==> src/rtl/mdr_sequential_unit.sv <==
// Iterative unsigned multiply / divide / square-root unit, one iteration per clock.
// Optional feature macro: MDR_SQRT_EN enables Op=10 square root; otherwise Op=10 is invalid.
module mdr_sequential_unit #(
  parameter int WORD_LENGTH = 16
) (
  input  logic                       clk,
  input  logic                       reset,
  input  logic                       Enable1,
  input  logic                       Enable2,
  input  logic [WORD_LENGTH-1:0]     Data_ch1,
  input  logic [WORD_LENGTH-1:0]     Data_ch2,
  input  logic [1:0]                 Op,
  input  logic                       flagStart,
  input  logic                       flush,
  output logic [2*WORD_LENGTH-1:0]   Result,
  output logic [WORD_LENGTH-1:0]     Remainder,
  output logic                       Error,
  output logic                       Busy,
  output logic                       Ready
);
  localparam int W  = WORD_LENGTH;
  localparam int CW = $clog2(W) + 1;

  typedef enum logic [1:0] {IDLE, CALC, DONE} state_t;
  state_t state, state_nxt;

  logic [W-1:0]   a_reg, b_reg;
  logic           fs_d;
  logic [1:0]     op_w;
  logic [2*W-1:0] x, nxt_x;      // multiplicand / dividend / radicand, shifted left
  logic [W-1:0]   y, nxt_y;      // multiplier (shifted right) / divisor
  logic [2*W-1:0] acc, nxt_acc;  // product accumulator
  logic [W-1:0]   r, nxt_r;      // partial remainder
  logic [W-1:0]   q, nxt_q;      // quotient / root
  logic [CW-1:0]  cnt, last;
  logic           start_p, is_div0, is_inv, finish;
  logic [W:0]     dtmp, ddiff;
`ifdef MDR_SQRT_EN
  logic [W+1:0]   stmp, strial, sdiff;
`endif

  always_comb begin
    start_p = flagStart & ~fs_d;
    is_div0 = (op_w == 2'b01) && (y == '0);
`ifdef MDR_SQRT_EN
    is_inv  = (op_w == 2'b11);
    last    = (op_w == 2'b10) ? CW'(W/2 - 1) : CW'(W - 1);
`else
    is_inv  = op_w[1];
    last    = CW'(W - 1);
`endif
    nxt_x   = x;
    nxt_y   = y;
    nxt_acc = acc;
    nxt_r   = r;
    nxt_q   = q;
    // restoring divide step: shift next dividend bit into the partial remainder
    dtmp    = {r, x[W-1]};
    ddiff   = dtmp - {1'b0, y};
`ifdef MDR_SQRT_EN
    // digit-by-digit root: bring down two radicand bits, trial subtract 4*root+1
    stmp    = {r, x[W-1:W-2]};
    strial  = {q, 2'b01};
    sdiff   = stmp - strial;
`endif
    case (op_w)
      2'b00: begin
        nxt_acc = acc + (y[0] ? x : '0);
        nxt_x   = x << 1;
        nxt_y   = y >> 1;
      end
      2'b01: begin
        nxt_x = x << 1;
        if (dtmp >= {1'b0, y}) begin
          nxt_r = ddiff[W-1:0];
          nxt_q = {q[W-2:0], 1'b1};
        end else begin
          nxt_r = dtmp[W-1:0];
          nxt_q = {q[W-2:0], 1'b0};
        end
      end
`ifdef MDR_SQRT_EN
      2'b10: begin
        nxt_x = x << 2;
        if (stmp >= strial) begin
          nxt_r = sdiff[W-1:0];
          nxt_q = {q[W-2:0], 1'b1};
        end else begin
          nxt_r = stmp[W-1:0];
          nxt_q = {q[W-2:0], 1'b0};
        end
      end
`endif
      default: ;
    endcase
  end

  always_comb begin
    state_nxt = state;
    finish    = 1'b0;
    case (state)
      IDLE: if (start_p && !flush) state_nxt = CALC;
      CALC: begin
        if (flush) state_nxt = IDLE;
        else if (is_div0 || is_inv || cnt == last) begin
          state_nxt = DONE;
          finish    = 1'b1;
        end
      end
      DONE:    state_nxt = IDLE;
      default: state_nxt = IDLE;
    endcase
  end

  assign Busy  = (state == CALC);
  assign Ready = (state == DONE);

  always_ff @(posedge clk or negedge reset) begin
    if (!reset) begin
      state     <= IDLE;
      fs_d      <= 1'b0;
      a_reg     <= '0;
      b_reg     <= '0;
      op_w      <= '0;
      x         <= '0;
      y         <= '0;
      acc       <= '0;
      r         <= '0;
      q         <= '0;
      cnt       <= '0;
      Result    <= '0;
      Remainder <= '0;
      Error     <= 1'b0;
    end else begin
      state <= state_nxt;
      fs_d  <= flagStart;
      if (Enable1) a_reg <= Data_ch1;
      if (Enable2) b_reg <= Data_ch2;
      if (state == IDLE && start_p && !flush) begin
        x    <= {{W{1'b0}}, a_reg};
        y    <= b_reg;
        op_w <= Op;
        acc  <= '0;
        r    <= '0;
        q    <= '0;
        cnt  <= '0;
      end else if (state == CALC && !flush && !is_div0 && !is_inv) begin
        x   <= nxt_x;
        y   <= nxt_y;
        acc <= nxt_acc;
        r   <= nxt_r;
        q   <= nxt_q;
        cnt <= cnt + CW'(1);
      end
      if (finish) begin
        Error <= is_div0 | is_inv;
        if (is_div0) begin
          Result    <= '1;
          Remainder <= x[W-1:0];
        end else if (is_inv) begin
          Result    <= '0;
          Remainder <= '0;
        end else if (op_w == 2'b00) begin
          Result    <= nxt_acc;
          Remainder <= '0;
        end else begin
          Result    <= {{W{1'b0}}, nxt_q};
          Remainder <= nxt_r;
        end
      end
    end
  end
endmodule
==> config.mk <==
export PLATFORM = sky130hd
export DESIGN_NAME = mdr_sequential_unit
export DESIGN_NICKNAME = d
export VERILOG_FILES = /design/src/rtl/mdr_sequential_unit.sv
export SDC_FILE = /design/constraint.sdc
export NUM_CORES = 1
export LEC_CHECK = 0
export CAP_MARGIN = 20
export CORE_AREA = 2 2 149 151
export DETAILED_ROUTE_END_ITERATION = 10
export DIE_AREA = 0 0 151 153
export PLACE_DENSITY = 0.74
export SLEW_MARGIN = 20
export SYNTH_ARGS = -nofsm -noshare
export SYNTH_HDL_FRONTEND = slang
export SYNTH_SLANG_ARGS = --single-unit
==> constraint.sdc <==
create_clock -name clk -period 2.8 [get_ports clk]
set_input_delay 0.56 -clock clk [delete_from_list [all_inputs] [get_ports clk]]
set_output_delay 0.56 -clock clk [all_outputs]
set_load 0.005 [all_outputs]
# Word-level counts from Yosys, hierarchy flattened

Index checks and enable logic that the tools add are counted.

Register bits after elaboration: 203
Bits of input ports: 40

Add/sub/neg operators: 3
$lt $le $gt $ge: 1
Equality and inequality tests: 6
Mux-type cells: 33
Bitwise gates (word level): 3
Reduce and logical (&&, ||, !) cells: 22

Operator list:

| operator                                              | number |
|---|---|
| two-way mux 32 bit                                    | 10 |
| two-way mux 16 bit                                    | 13 |
| adder 32 bit                                          | 1 |
| >= comparator 17 x 16 -> 1 bit                        | 1 |
| logical NOT 16 bit                                    | 1 |
| subtractor 16 bit                                     | 1 |
| two-way mux 5 bit                                     | 2 |
| logical AND 1 bit                                     | 7 |
| two-way mux 2 bit                                     | 3 |
| AND reduction 2 bit                                   | 3 |
| nonzero test 2 bit                                    | 3 |
| adder 5 x 1 -> 5 bit, second input constant           | 1 |
| equality test 5 x 4 -> 1 bit, second input constant   | 1 |
| equality test 2 x 1 -> 1 bit, second input constant   | 2 |
| logical NOT 2 bit                                     | 2 |
| two-way mux 1 bit                                     | 4 |
| case mux 2 bit (2 select lines)                       | 1 |
| logical NOT 1 bit                                     | 3 |
| inequality test 3 x 2 -> 1 bit, second input constant | 1 |
| equality test 2 bit, second input constant            | 1 |
| logical OR 1 bit                                      | 2 |
| inequality test 2 bit, second input constant          | 1 |
| OR reduction 2 bit                                    | 1 |
| bitwise AND 1 bit                                     | 1 |
| 2 further kinds                                       | 2 |

# Longest topological paths before layout

Gate-level depths: netlist (run 1).

Depth in word-level cells: 7
Gate-level depth with buffers: 15
Depth with buffers taken out: 14

# Worst setup path after synthesis (run 1)

Ideal clock, no wire load.

Kind: register to register
From: reg y[0]
To: reg Result[24]
Setup time: 104 ps
Arrival time: 2917 ps
Slack: -221 ps
Cell stages (with the launch flop): 16
Clock period less this slack: 3021 ps
Cells stage by stage: dfrtp_1 clkbuf_1 and2_1 ha_1 inv_1 fa_1 nor2b_1 o21a_1 o21ai_0 a211oi_2 nor2_1 o21ai_2 a21boi_1 o31ai_1 xnor2_1 o311ai_1

Cells in the longest elaborated chain, start to end: 7
Elaborated cells on any way between the ends: 13
Classes of those cells: 1 x add/sub; 8 x mux; 4 x reduce/logical

RTL lines:

| item                                                                 | line | text |
|---|---|---|
| start, declared                                                      | 31   | `logic [W-1:0] y, nxt_y;` |
| start signal, assigned                                               | 141  | `y <= b_reg;` |
| start signal, assigned                                               | 149  | `y <= nxt_y;` |
| parallel branches: the longest is 7 deep, another holds adder 32 bit | -    |  |
| end signal, assigned                                                 | 164  | `Result <= nxt_acc;` |
| end signal, assigned                                                 | 167  | `Result <= {{W{1'b0}}, nxt_q};` |
| end, declared                                                        | 15   | `output logic [2*WORD_LENGTH-1:0] Result,` |

Parallel ways; which one is timed is not known.
A chain may end at the register's enable or synchronous reset.

# Final worst setup path (run 1)

From: reg y[0]
To: reg Result[31]

The elaborated chain is that of the path after synthesis.

==> results of run 1 <==
[layout make-up]
class	count	share of cell area
Clock buffer	34	0.04265
Clock inverter	5	0.001921
Inverter	36	0.008963
Multi-Input combinational cell	940	0.4274
Sequential cell	202	0.3234
Tap cell	280	0.02241
Timing Repair Buffer	304	0.1733
[cell families after synthesis]
| kind of cell | after synthesis | share of synthesized area |
|---|---|---|
| xor gates and xnor gates | 44 | 0.03444 |
| and+or+nand+nor | 444 | 0.1799 |
| AOI/OAI and AO/OA | 358 | 0.1935 |
| muxes | 42 | 0.04115 |
| adders and majority gates | 52 | 0.05948 |
| DFF | 202 | 0.4517 |
| buffers and inverters | 110 | 0.03980 |
[per-stage QoR]
step / power [mW] / hold WS, ns / setup WS, ns / util / cell area, sq um
global route: 10.81 / 0.02817 / -0.3600 / 0.7277 / 15640
finish: 10.33 / 0.007925 / -0.2742 / 0.7277 / 15640
CTS: 9.855 / 0.01340 / -0.1639 / 0.6880 / 14780
global placement: 6.823 / 0.4524 / -0.2471 / 0.6384 / 13720
floorplan: 5.223 / 0.2644 / -0.08009 / - / 11230
detailed placement: 6.900 / 0.4563 / -0.3337 / 0.6384 / 13720
[where the power goes]
group	switching (mW)	total, mW	internal, mW
Sequential	0.339	3.70	3.36
Clock	1.19	2.82	1.63
Combinational	1.88	3.81	1.93
Total	3.41	10.3	6.93
[per-layer routing]
layer  track usage  up-vias  share of wire
met5             0        -              0
met1        0.4200     5136           0.43
li1              -     4896              -
met2        0.4576      452           0.47
met3       0.03881       87          0.068
met4       0.08990        0          0.035
[cells in the mapped netlist, drive strengths merged, types with 2 or more instances]
master	number	share of area
o22a	5	0.0039
xnor2	25	0.020
o211ai	6	0.0040
nand2	201	0.067
and2	29	0.016
mux2i	10	0.0089
a221oi	2	0.0021
a21oi	84	0.039
a211oi	5	0.0049
or3	4	0.0022
a22oi	14	0.0094
inv	36	0.012
o2111ai	2	0.0016
o31a	2	0.0016
a31oi	8	0.0045
o21ai	158	0.071
mux2	32	0.032
nand4	13	0.0073
a21boi	2	0.0013
and3	8	0.0049
o21bai	8	0.0054
nor2b	13	0.0073
fa	2	0.0036
buf	18	0.0089
a21o	26	0.017
nor2	77	0.026
ha	50	0.056
o31ai	5	0.0034
nor3	20	0.011
xor2	19	0.015
nor4	4	0.0022
o311ai	2	0.0016
nand3	63	0.028
o21a	16	0.011
clkbuf	56	0.019
a211o	2	0.0016
dfrtp	202	0.45
nand2b	9	0.0050
[critical path, cell delays in order (launching register included)]
cell and delay [ns]:
dfrtp_2 0.47, buf_12 0.17, and2_1 0.21, ha_4 0.32
nand3_1 0.13, a21oi_2 0.28, nor4_4 0.07, a221oi_4 0.32
o2111ai_2 0.17, a31oi_2 0.27, a31oi_2 0.13, a21oi_2 0.17
xnor2_2 0.13, o211ai_1 0.10
[repair_timing]
action / CTS / global route
resized for setup: 61 / 149
pin swaps: 25 / 44
hold buffers: 0 / 0
endpoints found under the setup margin: 59 / 65
setup buffers: 7 / 16
cloned: 0 / 2
[how the worst max path moves through the flow]
stage                                 from                      to  slack [ns]  cells past startpoint
after floorplan           y[0]$_DFFE_PN0P_  Result[24]$_DFFE_PN0P_       -0.08                     15
after global placement    y[0]$_DFFE_PN0P_  Result[31]$_DFFE_PN0P_       -0.25                     13
after detailed placement  y[0]$_DFFE_PN0P_  Result[31]$_DFFE_PN0P_       -0.33                     13
after CTS                 y[0]$_DFFE_PN0P_  Result[22]$_DFFE_PN0P_       -0.16                     12
after global routing      y[0]$_DFFE_PN0P_     acc[18]$_DFFE_PN0P_       -0.36                     15
final                     y[0]$_DFFE_PN0P_  Result[31]$_DFFE_PN0P_       -0.27                     13
==> run summary, run 1 <==
The flow ran to the end, but the final reports show violations. The final reports fail on negative setup slack. The type of destination of the critical path is a register. The tools report the static leakage as 6.993 nW. Entering global routing, the biggest net connects 77 pins. Once detail routing completed, the nets flagged for antenna violations numbered 0.

The clock transition at the register clock pins on the worst setup and hold paths after CTS was 0.06 ns; the count of port buffers added during placement was 90. The tools report the startpoint of the worst-slack reg-to-reg timing path as y[0]$_DFFE_PN0P_. The minimum setup slack in the final design came out at -0.2742 ns.

For this run the aggregate overflow at the end of global routing stands at 0. By startpoint and endpoint, the worst setup path is classified as register to register. STA classifies the critical path startpoint as a register. The run gives -5.242 ns as the final setup TNS. CTS saw 202 sinks. The highest fanout seen on the critical path was 13. The initial antenna violation count is 0.

The die covers 23100 sq um. The via count of the first global-routing pass came out at 10090. For this run, the leading register cell type out of synthesis is dfrtp_1.

In the final layout, the registers with the most flip-flops are Result (32), acc (32), x (32). The initial cell density of the core was 0.5208; the share of layout cells above drive strength 1 was 0.2919. Counting flops with a built-in enable in the synthesized netlist gives 0. Summing all multi-input logic gate instances after layout gives 6683 sq um. VDD sags by at most 0.0004699 V. The synthesis-stage register bit count is 202, and the count of placed standard cells in the final layout, fillers left out is 1801. The final layout contains 1598 nets.

TritonCTS built the clock tree. Measured along the x axis, the die boundary spans 151 um. For the number of hold-slack violations in the final timing report, the log shows 0. CTS placed an instance of clkbuf_16 at the clock tree root.

In the routed layout, each cell is associated on average with a via count of 5.870. The run gives 1252 as the synthesized netlist cell count. The final critical path time including I/O delays and setup works out to 3.074 ns. The netlist area before placement is 11190 sq um. Yosys mapped the design onto 66 distinct sky130hd cell types. The library cell used most frequently in the layout, excluding fill and tap cells, is dfrtp_1. The area used by sequential logic in the layout was 5056 sq um. The portion of the post-synthesis area used by sequential elements was 0.4517; the average size of a mapped cell was 8.938 sq um.

Post-DP HPWL: 23500 um. The total number of vias was 10570. The diode insertion count for antenna repair is 0, and the placer's final routability congestion estimate is 0.9462. Row generation in the floorplan step produced 54 rows. After the first detailed-routing iteration, the DRC count stood at 825. The path class of the tightest hold or removal check is primary input to asynchronous set/reset pin. The number of instances in the placed design was 1737; the area added between synthesis and finish was 39.71%. The detailed-route DRC error count came out at 0. The logs give 0.01759 ns for the clock tree skew after final layout and 3.19 ns for the required time reported for the critical path endpoint. The insertion delay to the later sink of the worst-skew pair was 0.52 ns. The number of buffers on the longest clock path was 3; the actual slew at the worst max-slew pin was 0.7671 ns. The number of nets in the synthesized netlist is 1344. The total power per unit cell area works out to 661.0 nW/um^2. The library cells used most frequently in the layout, excluding fill and tap cells, are dfrtp_1 (201), buf_4 (192), nand2_1 (191). The sum of routed wire length over all layers is 34790 um, and the Yosys warning count is 0. For the register-to-register setup slack, the log shows -0.27 ns.

The die is 153 um tall. The global-route total usage across every layer was 0.2910; the relative slew slack was 0.4885. The fraction of registers with async set/reset was 1.000. The endpoint arrival time on the critical path is 3.46 ns, and the number of max-cap violations is 0. The average wire per standard cell is 19.32 um, and the final critical-path share of the clock period is 1.098. Setup repair after global routing could not meet its margin everywhere. The run gives 1 as the count of H-tree levels built during CTS.

The count of pins over their slew limit came out at 0. Timing would allow up to 325.3 MHz. The endpoint identified for the worst register-to-register timing path is Result[31]$_DFFE_PN0P_. The core footprint is 21490 sq um. Counting cells, the worst reg-to-reg path comes to 13.

The first global-routing pass estimated 53270 um of wire. The I/O pin count is 91. Setup violations remaining at the end of the flow were counted as 46. Counting the fill cells in the layout gives 1530.

The TritonCTS buffer count was 22; the number of optimization iterations in the first detailed-route pass was 5.
No activity file was read; power rests on OpenSTA's default activity.
==> run 2, diff against run 1 <==
--- a/config.mk
+++ b/config.mk
@@ -6,10 +6,9 @@
 export NUM_CORES = 1
 export LEC_CHECK = 0
 export CAP_MARGIN = 20
-export CORE_AREA = 2 2 149 151
+export CORE_AREA = 2 2 182 184
 export DETAILED_ROUTE_END_ITERATION = 10
-export DIE_AREA = 0 0 151 153
-export PLACE_DENSITY = 0.74
+export DIE_AREA = 0 0 184 186
 export SLEW_MARGIN = 20
 export SYNTH_ARGS = -nofsm -noshare
 export SYNTH_HDL_FRONTEND = slang
==> run 2 against run 1 <==
The run still ends with negative setup slack left. Register-to-register slack improved by 0.11 ns. First-iteration DRC count decreased by 20%. Via count decreased by 5.0%. Critical path depth decreased by 1. Global-route usage decreased by 9.4 points. Die area increased by 48%. Worst setup slack improved by 0.11 ns. Critical endpoint is now Result[22]$_DFFE_PN0P_. Largest cell class unchanged. Highest routed layer is now met5.
==> run summary, run 2 (synthesized netlist as in run 1, its figures left out) <==
The top cell types in the final layout, fill and taps aside, are dfrtp_1 (201), nand2_1 (192), buf_4 (191). The total power per unit cell area is 682.8 nW/um^2 (+3.3%), and the post-placement setup slack is -0.3905 ns (-0.05682 ns). The average wire per standard cell is 17.59 um (-8.9%). The count of cells along the worst register-to-register path is 12 (-1), and the count of H-tree levels built during CTS is 1 (unchanged). Final setup TNS: -1.774 ns (+3.468 ns). The run gives 0 (unchanged) as the detailed-route DRC error count.

The most common library cell in the layout ignoring fill and taps is dfrtp_1. The tools report the leftover overflow at the end of global routing as 0 (unchanged). The logs give 0.343 (-0.015) for the sequential share of power and -0.17 ns (+0.11 ns) for the register-to-register setup slack. The final reports fail on negative setup slack. For the relative slew slack, the log shows 0.5596 (+0.07108). For the static leakage, the log shows 7.110 nW (+1.7%). The highest fanout seen on the critical path came out at 7 (-6). The final critical path time including I/O delays and setup is 2.967 ns (-0.1075 ns), and the cell internal power dissipation is 7.369 mW (+6.4%). For the clock tree skew after final layout, the log shows 0.02066 ns (+0.003066 ns). The largest net degree at the start of global routing was 59 (-23%). The tools report the I/O pin count as 91 (unchanged). Compared with the post-synthesis result, the final layout area differs by 41.66%. The fraction of power spent switching nets is 0.3192 (-0.01040).

The maximum clock frequency was 337.1 MHz (+3.6%). The share of layout cells above drive strength 1 works out to 0.2940 (+0.002050). The layout net count was 1597 (-0.063%). The tools report the worst hold margin as 0.01326 ns (+0.005333 ns).

TritonCTS built the clock tree. The final critical-path share of the clock period works out to 1.060 (-0.03840). The largest registers in the layout are Result (32), acc (32), x (32).

The number of nets with antenna violations after detailed routing is 0 (unchanged). The tools report the initial antenna violation count as 2 (+2). The die boundary height works out to 186 um (+22%).

The tools report the clock network fraction of design power as 0.312 (+0.039). The number of buffers on the longest clock path is 3 (unchanged). The global-route total usage across every layer came out at 0.1974 (-0.09358). The number of optimization iterations in the first detailed-route pass came out at 5 (unchanged).

The run gives 34010 um (-2.3%) as the sum of routed wire length over all layers. The total die area is 34220 sq um (+48%), and the clock transition at the register clock pins on the worst setup and hold paths after CTS is 0.06 ns (about the same). The total number of placement rows is 66 (+22%). The net load switching power was 3.455 mW (+1.4%); the count of port buffers added during placement was 90 (unchanged). The share of power burned in combinational logic is 0.345 (-0.023), and the total number of vias is 10050 (-5.0%).

The minimum setup slack in the final design was -0.1667 ns (+0.1075 ns); the placer's final routability congestion estimate was 0.9197 (-2.8%). The actual slew at the worst max-slew pin was 0.6585 ns (-0.1086 ns). Setup repair after global routing could not meet its margin everywhere. The logs give 26 (-43%) for the final count of negative-setup-slack endpoints and 3.22 ns (+0.03 ns) for the required time reported for the critical path endpoint.

The worst register-to-register path ends at Result[22]$_DFFE_PN0P_. The core footprint is 32210 sq um (+50%), and the die span in x is 184 um (+22%). Number of clock sinks seen by CTS: 202 (unchanged). The count of pins over their slew limit came out at 0 (unchanged). The maximum VDD drop is 0.0003828 V (-19%). The tools report the type of destination of the critical path as a register. The TritonCTS buffer count is 25 (+14%), and the via count of the first global-routing pass is 9828 (-2.6%). The post-DP HPWL is 24290 um (+3.3%). In this run the critical register-to-register path is launched from y[0]$_DFFE_PN0P_. The run finished, with violations left. The violation count after the first detailed-route iteration was 664 (-20%); the insertion delay to the later sink of the worst-skew pair was 0.53 ns (about the same). Placed standard-cell area: 13900 sq um (+1.4%). The path class of the tightest hold or removal check is primary input to asynchronous set/reset pin. The critical path is of the register to register type. The via-per-instance ratio is 5.198 (-11%), and the initial cell density of the core is 0.3475 (-0.1734). Post-route core utilization: 0.4922 (-0.2355). For the number of max-cap violations, the log shows 0 (unchanged). The wire length of the first global-routing pass was 53340 um (+0.13%). The final instance area is 15850 sq um (+1.4%). The endpoint arrival time on the critical path is 3.39 ns (-0.07 ns).

The tree is rooted in a clkbuf_16. STA classifies the critical path startpoint as a register. The number of hold-slack violations in the final timing report came out at 0 (unchanged).
-- run 2: worst max-delay path by stage --
stage | slack, ns | depth (start not counted) | to | start
2_1_floorplan | -0.08 | 15 | Result[24]$_DFFE_PN0P_ | y[0]$_DFFE_PN0P_
3_3_place_gp | -0.32 | 13 | Result[30]$_DFFE_PN0P_ | y[0]$_DFFE_PN0P_
3_5_place_dp | -0.39 | 13 | Result[27]$_DFFE_PN0P_ | y[0]$_DFFE_PN0P_
4_1_cts | -0.15 | 12 | Result[22]$_DFFE_PN0P_ | y[0]$_DFFE_PN0P_
5_1_grt | -0.31 | 15 | Result[24]$_DFFE_PN0P_ | y[0]$_DFFE_PN0P_
6_report | -0.17 | 12 | Result[22]$_DFFE_PN0P_ | y[0]$_DFFE_PN0P_
-- run 2: metrics by stage --
step,power (mW),cells
after floorplan,5.223,1252
after global placement,6.878,1867
after detailed placement,6.908,1867
after CTS,10.56,1917
after global routing,11.42,1933
final,10.82,1933
-- run 2: power groups by stage --
stage / clock network [mW] / registers [mW] / logic (mW)
after CTS: 3.44 / 3.70 / 3.42
after global placement: 0 / 3.73 / 3.15
after global routing: 3.59 / 3.76 / 4.06
final: 3.38 / 3.71 / 3.74
after floorplan: 0 / 3.67 / 1.55
after detailed placement: 0 / 3.73 / 3.18
-- run 2: worst max-delay path: stages, from the launching register on --
cell and delay (ns):
dfrtp_2 0.46, buf_6 0.14, and2_4 0.16, ha_4 0.22, a21o_1 0.18, a21o_1 0.19
a221o_1 0.31, o211ai_1 0.26, a31oi_2 0.18, buf_4 0.18, a21bo_1 0.19, xnor2_2 0.15
o311ai_1 0.22
-- run 2: what timing repair did --
item                                    4_1_cts  5_1_grt
buffers inserted                              5       19
endpoints found under the setup margin       55       69
gates resized for setup                     106      106
endpoints found under the hold margin         0        0
pin swaps                                    37       56
hold buffers                                  0        0
-- run 2: per-layer routing --
metal | track usage | wire length, um | vias up
met5 | 0 | 14 | -
met1 | 0.2758 | 15620 | 4835
li1 | - | - | 4889
met4 | 0.05888 | 864 | 2
met2 | 0.3164 | 15630 | 265
met3 | 0.03033 | 1882 | 56
-- run 2: cell type report --
| cell class | count | area [sq um] |
|---|---|---|
| flip-flops and latches | 202 | 5056 |
| inverters | 36 | 135.1 |
| repair buffers | 300 | 2658 |
| diodes | 1 | 2.502 |
| clock inverters | 12 | 167.7 |
| well taps | 408 | 510.5 |
| multi-input cells | 940 | 6634 |
| clock buffers | 34 | 689.4 |
| fillers | 3006 | 16350 |
